==> src/rtl/uart_pkg.sv <==
// Shared UART definitions: receiver FSM states, parity convention common to
// the TX and RX paths, and the supported oversampling ratios.
package uart_pkg;

    typedef enum logic [2:0] {
        IDLE   = 3'd0,
        START  = 3'd1,
        DATA   = 3'd2,
        PARITY = 3'd3,
        STOP   = 3'd4
    } rx_state_e;

    localparam logic PAR_ODD  = 1'b1;
    localparam logic PAR_EVEN = 1'b0;

    localparam int PRESCALE_8  = 8;
    localparam int PRESCALE_16 = 16;
    localparam int PRESCALE_32 = 32;

    function automatic logic maj3(input logic a, input logic b, input logic c);
        return (a & b) | (a & c) | (b & c);
    endfunction

endpackage

==> src/rtl/uart_rx_sampler.sv <==
// Three-point majority sampler around the middle of each bit period.
// The voted bit is registered and becomes valid at edge_cnt = P/2+2.
module uart_rx_sampler
    import uart_pkg::*;
#(
    parameter int PRESCALE_W = 6
) (
    input  logic                  CLK,
    input  logic                  RST,
    input  logic [PRESCALE_W-1:0] edge_cnt,
    input  logic [PRESCALE_W-1:0] prescale,
    input  logic                  rx_in,
    output logic                  sampled_bit
);

    logic [1:0]            samp_q, samp_d;
    logic                  vote_q, vote_d;
    logic [PRESCALE_W-1:0] mid;

    always_comb begin
        mid    = prescale >> 1;
        samp_d = samp_q;
        vote_d = vote_q;
        if (edge_cnt == mid - PRESCALE_W'(1)) begin
            samp_d[0] = rx_in;
        end
        if (edge_cnt == mid) begin
            samp_d[1] = rx_in;
        end
        // Third sample feeds the vote directly, so the result lands one tick later.
        if (edge_cnt == mid + PRESCALE_W'(1)) begin
            vote_d = maj3(samp_q[0], samp_q[1], rx_in);
        end
    end

    always_ff @(posedge CLK or negedge RST) begin
        if (!RST) begin
            samp_q <= 2'b00;
            vote_q <= 1'b0;
        end else begin
            samp_q <= samp_d;
            vote_q <= vote_d;
        end
    end

    assign sampled_bit = vote_q;

endmodule

==> src/rtl/uart_rx_frame.sv <==
// UART receive core: start detection, LSB-first deserialization, optional
// parity check and stop check, with one-cycle result pulses.
module uart_rx_frame
    import uart_pkg::*;
#(
    parameter int DATA_WIDTH = 8,
    parameter int PRESCALE_W = 6
) (
    input  logic                  CLK,
    input  logic                  RST,
    input  logic                  RX_IN,
    input  logic                  PAR_EN,
    input  logic                  PAR_TYP,
    input  logic [PRESCALE_W-1:0] Prescale,
    output logic [DATA_WIDTH-1:0] P_DATA,
    output logic                  data_valid,
    output logic                  par_err,
    output logic                  stp_err,
    output logic                  busy
);

    localparam int BIT_W = (DATA_WIDTH > 1) ? $clog2(DATA_WIDTH) : 1;
    localparam logic [BIT_W-1:0] LAST_BIT = BIT_W'(DATA_WIDTH - 1);

    rx_state_e             state_q, state_d;
    logic [PRESCALE_W-1:0] edge_cnt_q, edge_cnt_d;
    logic [BIT_W-1:0]      bit_cnt_q, bit_cnt_d;
    logic [DATA_WIDTH-1:0] shift_q, shift_d;
    logic [DATA_WIDTH-1:0] p_data_q, p_data_d;
    logic [PRESCALE_W-1:0] prescale_q, prescale_d;
    logic                  par_en_q, par_en_d;
    logic                  par_typ_q, par_typ_d;
    logic                  par_flag_q, par_flag_d;
    logic                  data_valid_q, data_valid_d;
    logic                  par_err_q, par_err_d;
    logic                  stp_err_q, stp_err_d;

    logic                  sampled_bit;
    logic                  at_vote;
    logic                  at_wrap;
    logic                  exp_par;

    uart_rx_sampler #(
        .PRESCALE_W (PRESCALE_W)
    ) u_sampler (
        .CLK         (CLK),
        .RST         (RST),
        .edge_cnt    (edge_cnt_q),
        .prescale    (prescale_q),
        .rx_in       (RX_IN),
        .sampled_bit (sampled_bit)
    );

    assign at_vote = (edge_cnt_q == (prescale_q >> 1) + PRESCALE_W'(2));
    assign at_wrap = (edge_cnt_q == prescale_q - PRESCALE_W'(1));
    assign exp_par = (^shift_q) ^ (par_typ_q == PAR_ODD);

    always_comb begin
        state_d      = state_q;
        edge_cnt_d   = edge_cnt_q;
        bit_cnt_d    = bit_cnt_q;
        shift_d      = shift_q;
        p_data_d     = p_data_q;
        prescale_d   = prescale_q;
        par_en_d     = par_en_q;
        par_typ_d    = par_typ_q;
        par_flag_d   = par_flag_q;
        data_valid_d = 1'b0;
        par_err_d    = 1'b0;
        stp_err_d    = 1'b0;

        if (state_q != IDLE) begin
            edge_cnt_d = at_wrap ? '0 : edge_cnt_q + PRESCALE_W'(1);
        end

        case (state_q)
            IDLE: begin
                edge_cnt_d = '0;
                bit_cnt_d  = '0;
                if (!RX_IN) begin
                    state_d    = START;
                    prescale_d = Prescale;
                    par_en_d   = PAR_EN;
                    par_typ_d  = PAR_TYP;
                    par_flag_d = 1'b0;
                    shift_d    = '0;
                end
            end
            START: begin
                if (at_vote && sampled_bit) begin
                    state_d    = IDLE;
                    edge_cnt_d = '0;
                end else if (at_wrap) begin
                    state_d   = DATA;
                    bit_cnt_d = '0;
                end
            end
            DATA: begin
                if (at_vote) begin
                    shift_d[bit_cnt_q] = sampled_bit;
                end
                if (at_wrap) begin
                    if (bit_cnt_q == LAST_BIT) begin
                        bit_cnt_d = '0;
                        state_d   = par_en_q ? PARITY : STOP;
                    end else begin
                        bit_cnt_d = bit_cnt_q + BIT_W'(1);
                    end
                end
            end
            PARITY: begin
                if (at_vote && (sampled_bit != exp_par)) begin
                    par_flag_d = 1'b1;
                end
                if (at_wrap) begin
                    state_d = STOP;
                end
            end
            STOP: begin
                // Leave half a bit early so the next start edge is never missed.
                if (at_vote) begin
                    state_d    = IDLE;
                    edge_cnt_d = '0;
                    stp_err_d  = !sampled_bit;
                    par_err_d  = par_flag_q;
                    if (sampled_bit && !par_flag_q) begin
                        data_valid_d = 1'b1;
                        p_data_d     = shift_q;
                    end
                end
            end
            default: begin
                state_d    = IDLE;
                edge_cnt_d = '0;
                bit_cnt_d  = '0;
            end
        endcase
    end

    always_ff @(posedge CLK or negedge RST) begin
        if (!RST) begin
            state_q      <= IDLE;
            edge_cnt_q   <= '0;
            bit_cnt_q    <= '0;
            shift_q      <= '0;
            p_data_q     <= '0;
            prescale_q   <= '0;
            par_en_q     <= 1'b0;
            par_typ_q    <= 1'b0;
            par_flag_q   <= 1'b0;
            data_valid_q <= 1'b0;
            par_err_q    <= 1'b0;
            stp_err_q    <= 1'b0;
        end else begin
            state_q      <= state_d;
            edge_cnt_q   <= edge_cnt_d;
            bit_cnt_q    <= bit_cnt_d;
            shift_q      <= shift_d;
            p_data_q     <= p_data_d;
            prescale_q   <= prescale_d;
            par_en_q     <= par_en_d;
            par_typ_q    <= par_typ_d;
            par_flag_q   <= par_flag_d;
            data_valid_q <= data_valid_d;
            par_err_q    <= par_err_d;
            stp_err_q    <= stp_err_d;
        end
    end

    assign P_DATA     = p_data_q;
    assign data_valid = data_valid_q;
    assign par_err    = par_err_q;
    assign stp_err    = stp_err_q;
    assign busy       = (state_q != IDLE);

endmodule

==> config.mk <==
export PLATFORM = sky130hd
export DESIGN_NAME = uart_rx_frame
export DESIGN_NICKNAME = d
export VERILOG_FILES = /design/src/rtl/uart_pkg.sv /design/src/rtl/uart_rx_sampler.sv /design/src/rtl/uart_rx_frame.sv
export SDC_FILE = /design/constraint.sdc
export NUM_CORES = 1
export LEC_CHECK = 0
export BUFFER_PORTS_ARGS = -buffer_cell sky130_fd_sc_hd__buf_2
export CAP_MARGIN = 20
export CORE_MARGIN = 1
export CORE_UTILIZATION = 45
export DETAILED_ROUTE_END_ITERATION = 12
export GPL_ROUTABILITY_DRIVEN = 0
export HOLD_SLACK_MARGIN = 0.05
export PLACE_DENSITY = 0.69
export SETUP_SLACK_MARGIN = 0.02
export SLEW_MARGIN = 0
export SYNTH_ARGS = -nofsm -noshare
export SYNTH_HDL_FRONTEND = slang
export SYNTH_SLANG_ARGS = --single-unit
==> constraint.sdc <==
create_clock -name CLK -period 3.65 [get_ports CLK]
set_input_delay 0.5475 -clock CLK [delete_from_list [all_inputs] [get_ports CLK]]
set_output_delay 0.5475 -clock CLK [all_outputs]
set_load 0.02 [all_outputs]
=== After elaboration in Yosys (flattened, before gate mapping) ===
Index checks and enable logic that the tools add are counted.

* Word-level logic and storage cells: 106
* Input bits: 11
* Register bits: 43

* Eq/ne operators: 21
* Bitwise operators: 8
* $add $sub $neg: 6
* Muxes and demuxes: 35
* $lt $le $gt $ge: 2
* Reduce and logical (&&, ||, !) cells: 19

{| class="wikitable"
|+ Operators by type and width
! operator !! count
|-
| $mux W3 || 12
|-
| $eq A6 B6 Y1 || 4
|-
| $mux W6 || 4
|-
| $ne A2 B2 Y1 const B || 9
|-
| $pmux W6 S3 || 1
|-
| $mux W8 || 2
|-
| $pmux W8 S2 || 1
|-
| $pmux W3 S5 || 1
|-
| $mux W1 || 10
|-
| $pmux W3 S3 || 1
|-
| $reduce_and A3 Y1 || 3
|-
| $bwmux W8 || 1
|-
| $reduce_xor A8 Y1 || 1
|-
| $add A5 B1 Y6 const B || 1
|-
| $add A5 B2 Y6 const B || 1
|-
| $add A6 B1 Y6 const B || 1
|-
| $eq A3 B2 Y1 const B || 2
|-
| $eq A3 B3 Y1 const B || 2
|-
| $eq A6 B5 Y1 || 1
|-
| $reduce_and A6 Y1 || 1
|-
| $sub A5 B1 Y6 const B || 1
|-
| $sub A6 B1 Y6 const B || 1
|-
| $logic_and A1 B1 Y1 || 4
|-
| $lt A3 B4 Y1 const B || 1
|-
| 18 further kinds || 25
|}

=== Depth between registers and ports, before layout ===
* Word-level depth: 7
* Gate-level depth with buffers: 10

=== Hierarchy ===
From an unflattened synthesis, not the netlist that was laid out.

* Cells, all modules: 266
* Area total of the unflattened synthesis: 2686.3 sq um

{| class="wikitable"
|+ By module, submodules not included
! module !! area an instance (sq um) !! times used !! cells an instance
|-
| uart_rx_frame || 2222.1 || 1 || 216
|-
| uart_rx_sampler || 464.2 || 1 || 50
|}

=== Worst setup path before layout ===
No wires, ideal clock.

* Kind: register to register
* Start: reg prescale_q[3]
* End: reg p_data_q[0] (netlist: P_DATA[0])
* Stages on the path, launching flop included: 10
* Buffers on the path: 2
* Required time: 3525 ps
* Slack: 1096 ps
* Clock period less this slack: 2554 ps
* Arrival: 2429 ps
* Cells stage by stage: dfrtp_1 -> clkbuf_1 -> inv_1 -> ha_1 -> xor2_1 -> nor3b_1 -> o2111ai_1 -> or3_1 -> buf_4 -> mux2_4

* Cells in the longest elaborated chain, start to end: 3

{| class="wikitable"
|+ RTL lines
! element !! RTL line !! text
|-
| from (decl) || uart_rx_frame.sv:30 || <nowiki>logic [PRESCALE_W-1:0] prescale_q, prescale_d;</nowiki>
|-
| from (signal assigned) || uart_rx_frame.sv:160 || <nowiki>prescale_q <= prescale_d;</nowiki>
|-
| $add A5 B2 Y6 || uart_rx_frame.sv:54 || <nowiki>assign at_vote = (edge_cnt_q == (prescale_q >> 1) + PRESCALE_W'(2));</nowiki>
|-
| $eq A6 B6 Y1 || uart_rx_frame.sv:54 ||
|-
| $reduce_and A3 Y1 (no source line) || - ||
|-
| to (signal assigned) || uart_rx_frame.sv:159 || <nowiki>p_data_q <= p_data_d;</nowiki>
|-
| to (decl) || uart_rx_frame.sv:29 || <nowiki>logic [DATA_WIDTH-1:0] p_data_q, p_data_d;</nowiki>
|}

Every way passes these cells.
A chain may end at the register's enable or synchronous reset.

=== Worst setup path in the final report ===
* Start: reg prescale_q[3]
* End: reg edge_cnt_q[2]

* Cells in the longest elaborated chain, start to end: 6
* Elaborated cells between the ends (all ways): 10

{| class="wikitable"
|+ RTL lines
! element !! RTL line !! text
|-
| $sub A6 B1 Y6 || uart_rx_frame.sv:55 || <nowiki>assign at_wrap = (edge_cnt_q == prescale_q - PRESCALE_W'(1));</nowiki>
|-
| $eq A6 B6 Y1 || uart_rx_frame.sv:55 ||
|-
| $mux W6 || uart_rx_frame.sv:73 || <nowiki>edge_cnt_d = at_wrap ? '0 : edge_cnt_q + PRESCALE_W'(1);</nowiki>
|-
| $mux W6 || uart_rx_frame.sv:72 || <nowiki>if (state_q != IDLE) begin</nowiki>
|-
| $mux W6 (on tied branches) || uart_rx_frame.sv:121, uart_rx_frame.sv:90 ||
|-
| $pmux W6 S3 * || uart_rx_frame.sv:76 || <nowiki>case (state_q)</nowiki>
|-
| named net edge_cnt_d[2] || uart_rx_frame.sv:26 || <nowiki>logic [PRESCALE_W-1:0] edge_cnt_q, edge_cnt_d;</nowiki>
|-
| to (signal assigned) || uart_rx_frame.sv:156 || <nowiki>edge_cnt_q <= edge_cnt_d;</nowiki>
|-
| to (decl) || uart_rx_frame.sv:26 ||
|}

Mark *: on every way through the listed nets, which the timed path passes. The rest lies on a longest branch.

==> flow_summary.yaml <==
final_layout:
  area_delta_synth_final_pct: 8.77
  mostFrequentLayoutCells: "dfrtp_1, nand2_1, buf_2"
  drive_gt1_share_pct: 18.3
  antennaDiodeCount: 0
  fin_nets: 308
  layout_commonest_cell: "dfrtp_1"
min_path:
  worst_hold_path_type: "primary input to asynchronous set/reset pin"
sta:
  skew_ps: 5.72
  tightest_slew_ps: 984
  rsz0062_at_grt: "no"
  fmax_mhz: 344
  slew_headroom_pct: 34.4
  min_period_ps: 2910
  setup_tns_ps: 0
  hold_viol: 0
  setup_slack_ps: 745
  setup_viol: 0
  report.final.slew_viol_count: 0
  finalCritPeriodShare_pct: 79.6
placement:
  dp_hpwl_um: 4040
  post-place-ws_ps: 772
  port_buffers: 22
die:
  start_util_pct: 48.1
  fp-row-count: 27
  die_width_um: 79.6
  fp.dieArea_mm2: 0.00634
  die_h_um: 79.6
  io_pins: 23
  core_mm2: 0.00564
logic_synthesis:
  mappedNetlistArea_mm2: 0.00271
  syn-num-nets: 294
  yosysWarnings: 0
  synthTopCellsByArea: "dfrtp_1, xor2_1, xnor2_1"
  synth_top_area_share_pct: 39.7
  synth-seq-area-share_pct: 39.7
  synth_cell_types: 51
  synth_top_area_cell: "dfrtp_1"
  synth-async-reset-ratio_pct: 100
  syn_avg_cell_area_um2: 9.90
  ys_ff_latch: 43
  synth_edf_count: 0
  synthCells: 274
  synth-main-ff-cell: "dfrtp_1"
routing:
  drt-total-wl_um: 5620
  drc: 0
  vias_per_cell: 5.71
  antenna_left: 0
  drt-initial-drc-count: 151
  firstDrtPassIters: 4
  wl_per_cell_um: 15.6
  num_vias: 2060
global_routing:
  antenna_found_initial: 0
  grt_pass1_wl_um: 9690
  grt_use_total_pct: 19.8
  grt_overflow_total: 0
  grt_max_degree: 44
  grt_pass1_vias: 1947
clock_network:
  htree_num_levels: 2
  cts_buffers: 5
  cts_tree: "done"
  cts_setup_buffers: 0
  ctsResizeCount: 0
  worstSkewPairLatency_ps: 310
  cts-root-buf: "clkbuf_8"
  ctsLongestPathBuffers: 2
  clk_pin_slew_worst_paths_ps: 90
  cts_sinks: 43
  cts.hold.buffers_added: 0
worst_setup_path:
  end_kind: "register"
  slowest_delay_ps: 670
  crit_required_ps: 3810
  r2r_end: "edge_cnt_q[2]$_DFF_PN0_"
  worstPathCellList: "inv_1, ha_1, xor2_1, nor3b_1, o2111ai_1, buf_4, a221oi_1, nor3_1"
  r2r_slack_ps: 740
  path_buf_inv: 2
  rr_startpoint: "prescale_q[3]$_DFFE_PN0P_"
  slowest_stage: "a221oi_1"
  cp_top_family: "compound AO/OA/AOI/OAI gates"
  arrival_ps: 3070
  worstSetupPathType: "register to register"
  r2r_cells: 8
  start_kind: "register"
  path_max_fanout: 20
pwr:
  p_comb_share_pct: 45.7
  pwr-share-seq_pct: 38.6
  intPower_w: 0.00116
  power_per_cell_area_mw_per_mm2: 703
  p_sw_w: 0.000914
  switching_share_pct: 44.1
  vdd_drop_max_mv: 0.388
  p_leak_nw: 1.32
  power_frac_clock_pct: 15.7
run_status:
  outcome: "finished, final reports clean"
run:
  drv_cap: 0
## worst max path at each step
stage / end / slack (ps) / cells past startpoint / from
2_1_floorplan: P_DATA[0]$_DFFE_PN0P_ / 1100 / 9 / prescale_q[3]$_DFFE_PN0P_
3_3_place_gp: edge_cnt_q[5]$_DFF_PN0_ / 870 / 8 / prescale_q[3]$_DFFE_PN0P_
3_5_place_dp: edge_cnt_q[2]$_DFF_PN0_ / 770 / 8 / prescale_q[3]$_DFFE_PN0P_
4_1_cts: edge_cnt_q[2]$_DFF_PN0_ / 760 / 8 / prescale_q[3]$_DFFE_PN0P_
5_1_grt: edge_cnt_q[2]$_DFF_PN0_ / 520 / 8 / prescale_q[3]$_DFFE_PN0P_
6_report: edge_cnt_q[2]$_DFF_PN0_ / 740 / 8 / prescale_q[3]$_DFFE_PN0P_
## metrics by stage
| stage | power (W) | area (um^2) | cells | hold slack [ps] | util [%] |
|---|---|---|---|---|---|
| floorplan | 0.00153 | 2710 | 274 | 252 | - |
| global placement | 0.00172 | 2860 | 353 | 490 | 50.6 |
| detailed placement | 0.00175 | 2860 | 353 | 501 | 50.6 |
| CTS | 0.00208 | 2950 | 361 | 430 | 52.3 |
| global route | 0.00224 | 2950 | 361 | 460 | 52.3 |
| finish | 0.00207 | 2950 | 361 | 396 | 52.3 |
## Yosys cell counts (all sizes together) (2+ instances only)
library cell   n
a21o           4
xnor2         16
o31ai          2
clkbuf        11
buf            6
nor2b          3
nand2         26
or3b           3
a221oi         3
mux2          14
or4            3
inv           11
a2bb2oi        6
nor2          14
xor2          18
a31oi          2
o21ai         10
nor3b          5
o2bb2ai        3
nand4          3
o2111ai        2
dfrtp         43
nand3          3
nor3          14
o211ai         8
nand3b         3
nor4b          3
or3            5
and3           3
ha             9
a31o           2
## sequential cells by signal, summed over array words and instances, names as in the netlist
name                   flops
P_DATA                     8
shift_q                    8
edge_cnt_q                 6
prescale_q                 6
bit_cnt_q                  3
state_q                    3
u_sampler.samp_q           2
data_valid                 1
par_en_q                   1
par_err                    1
par_flag_q                 1
par_typ_q                  1
stp_err                    1
u_sampler.sampled_bit      1
## worst register-to-register path: stages, from the launching register on
cell	delay (ps)
dfrtp_1	590
inv_1	150
ha_1	320
xor2_1	150
nor3b_1	310
o2111ai_1	200
buf_4	240
a221oi_1	680
nor3_1	140
## logic make-up after synthesis
kind of cell / after synthesis / synth area share, %
flops: 43 / 39.7
fa+ha+maj: 10 / 4.52
xor+xnor: 35 / 12.1
mux: 14 / 6.92
compound gates: 51 / 14.3
simple gates: 93 / 18.1
buf+inv: 28 / 4.34
## power groups by stage
stage / Combinational (W) / Clock (W) / Sequential, W
floorplan: 0.000851 / 0 / 0.000683
global placement: 0.000918 / 0 / 0.000800
detailed placement: 0.000944 / 0 / 0.000807
CTS: 0.000949 / 0.000331 / 0.000798
global route: 0.00106 / 0.000354 / 0.000830
finish: 0.000948 / 0.000325 / 0.000801
## metal layers
| layer | up-vias | track usage (%) | share of wire (%) |
|---|---|---|---|
| li1 | 1003 | - | - |
| met2 | 52 | 29.7 | 44 |
| met1 | 998 | 28.4 | 50 |
| met4 | 0 | 7.27 | 1.5 |
| met5 | - | 0 | 0 |
| met3 | 7 | 3.20 | 4.2 |
## cell type report
class                      count  area [um^2]
clock buffer                   5         68.8
clock inverter                 3         23.8
fill                         532         2690
inverter                      11         41.3
multi-input combinational    203         1520
sequential                    43         1080
tap                           72         90.1
timing repair buffer          24          125
Note: power is estimated with default switching activity, not from simulation.
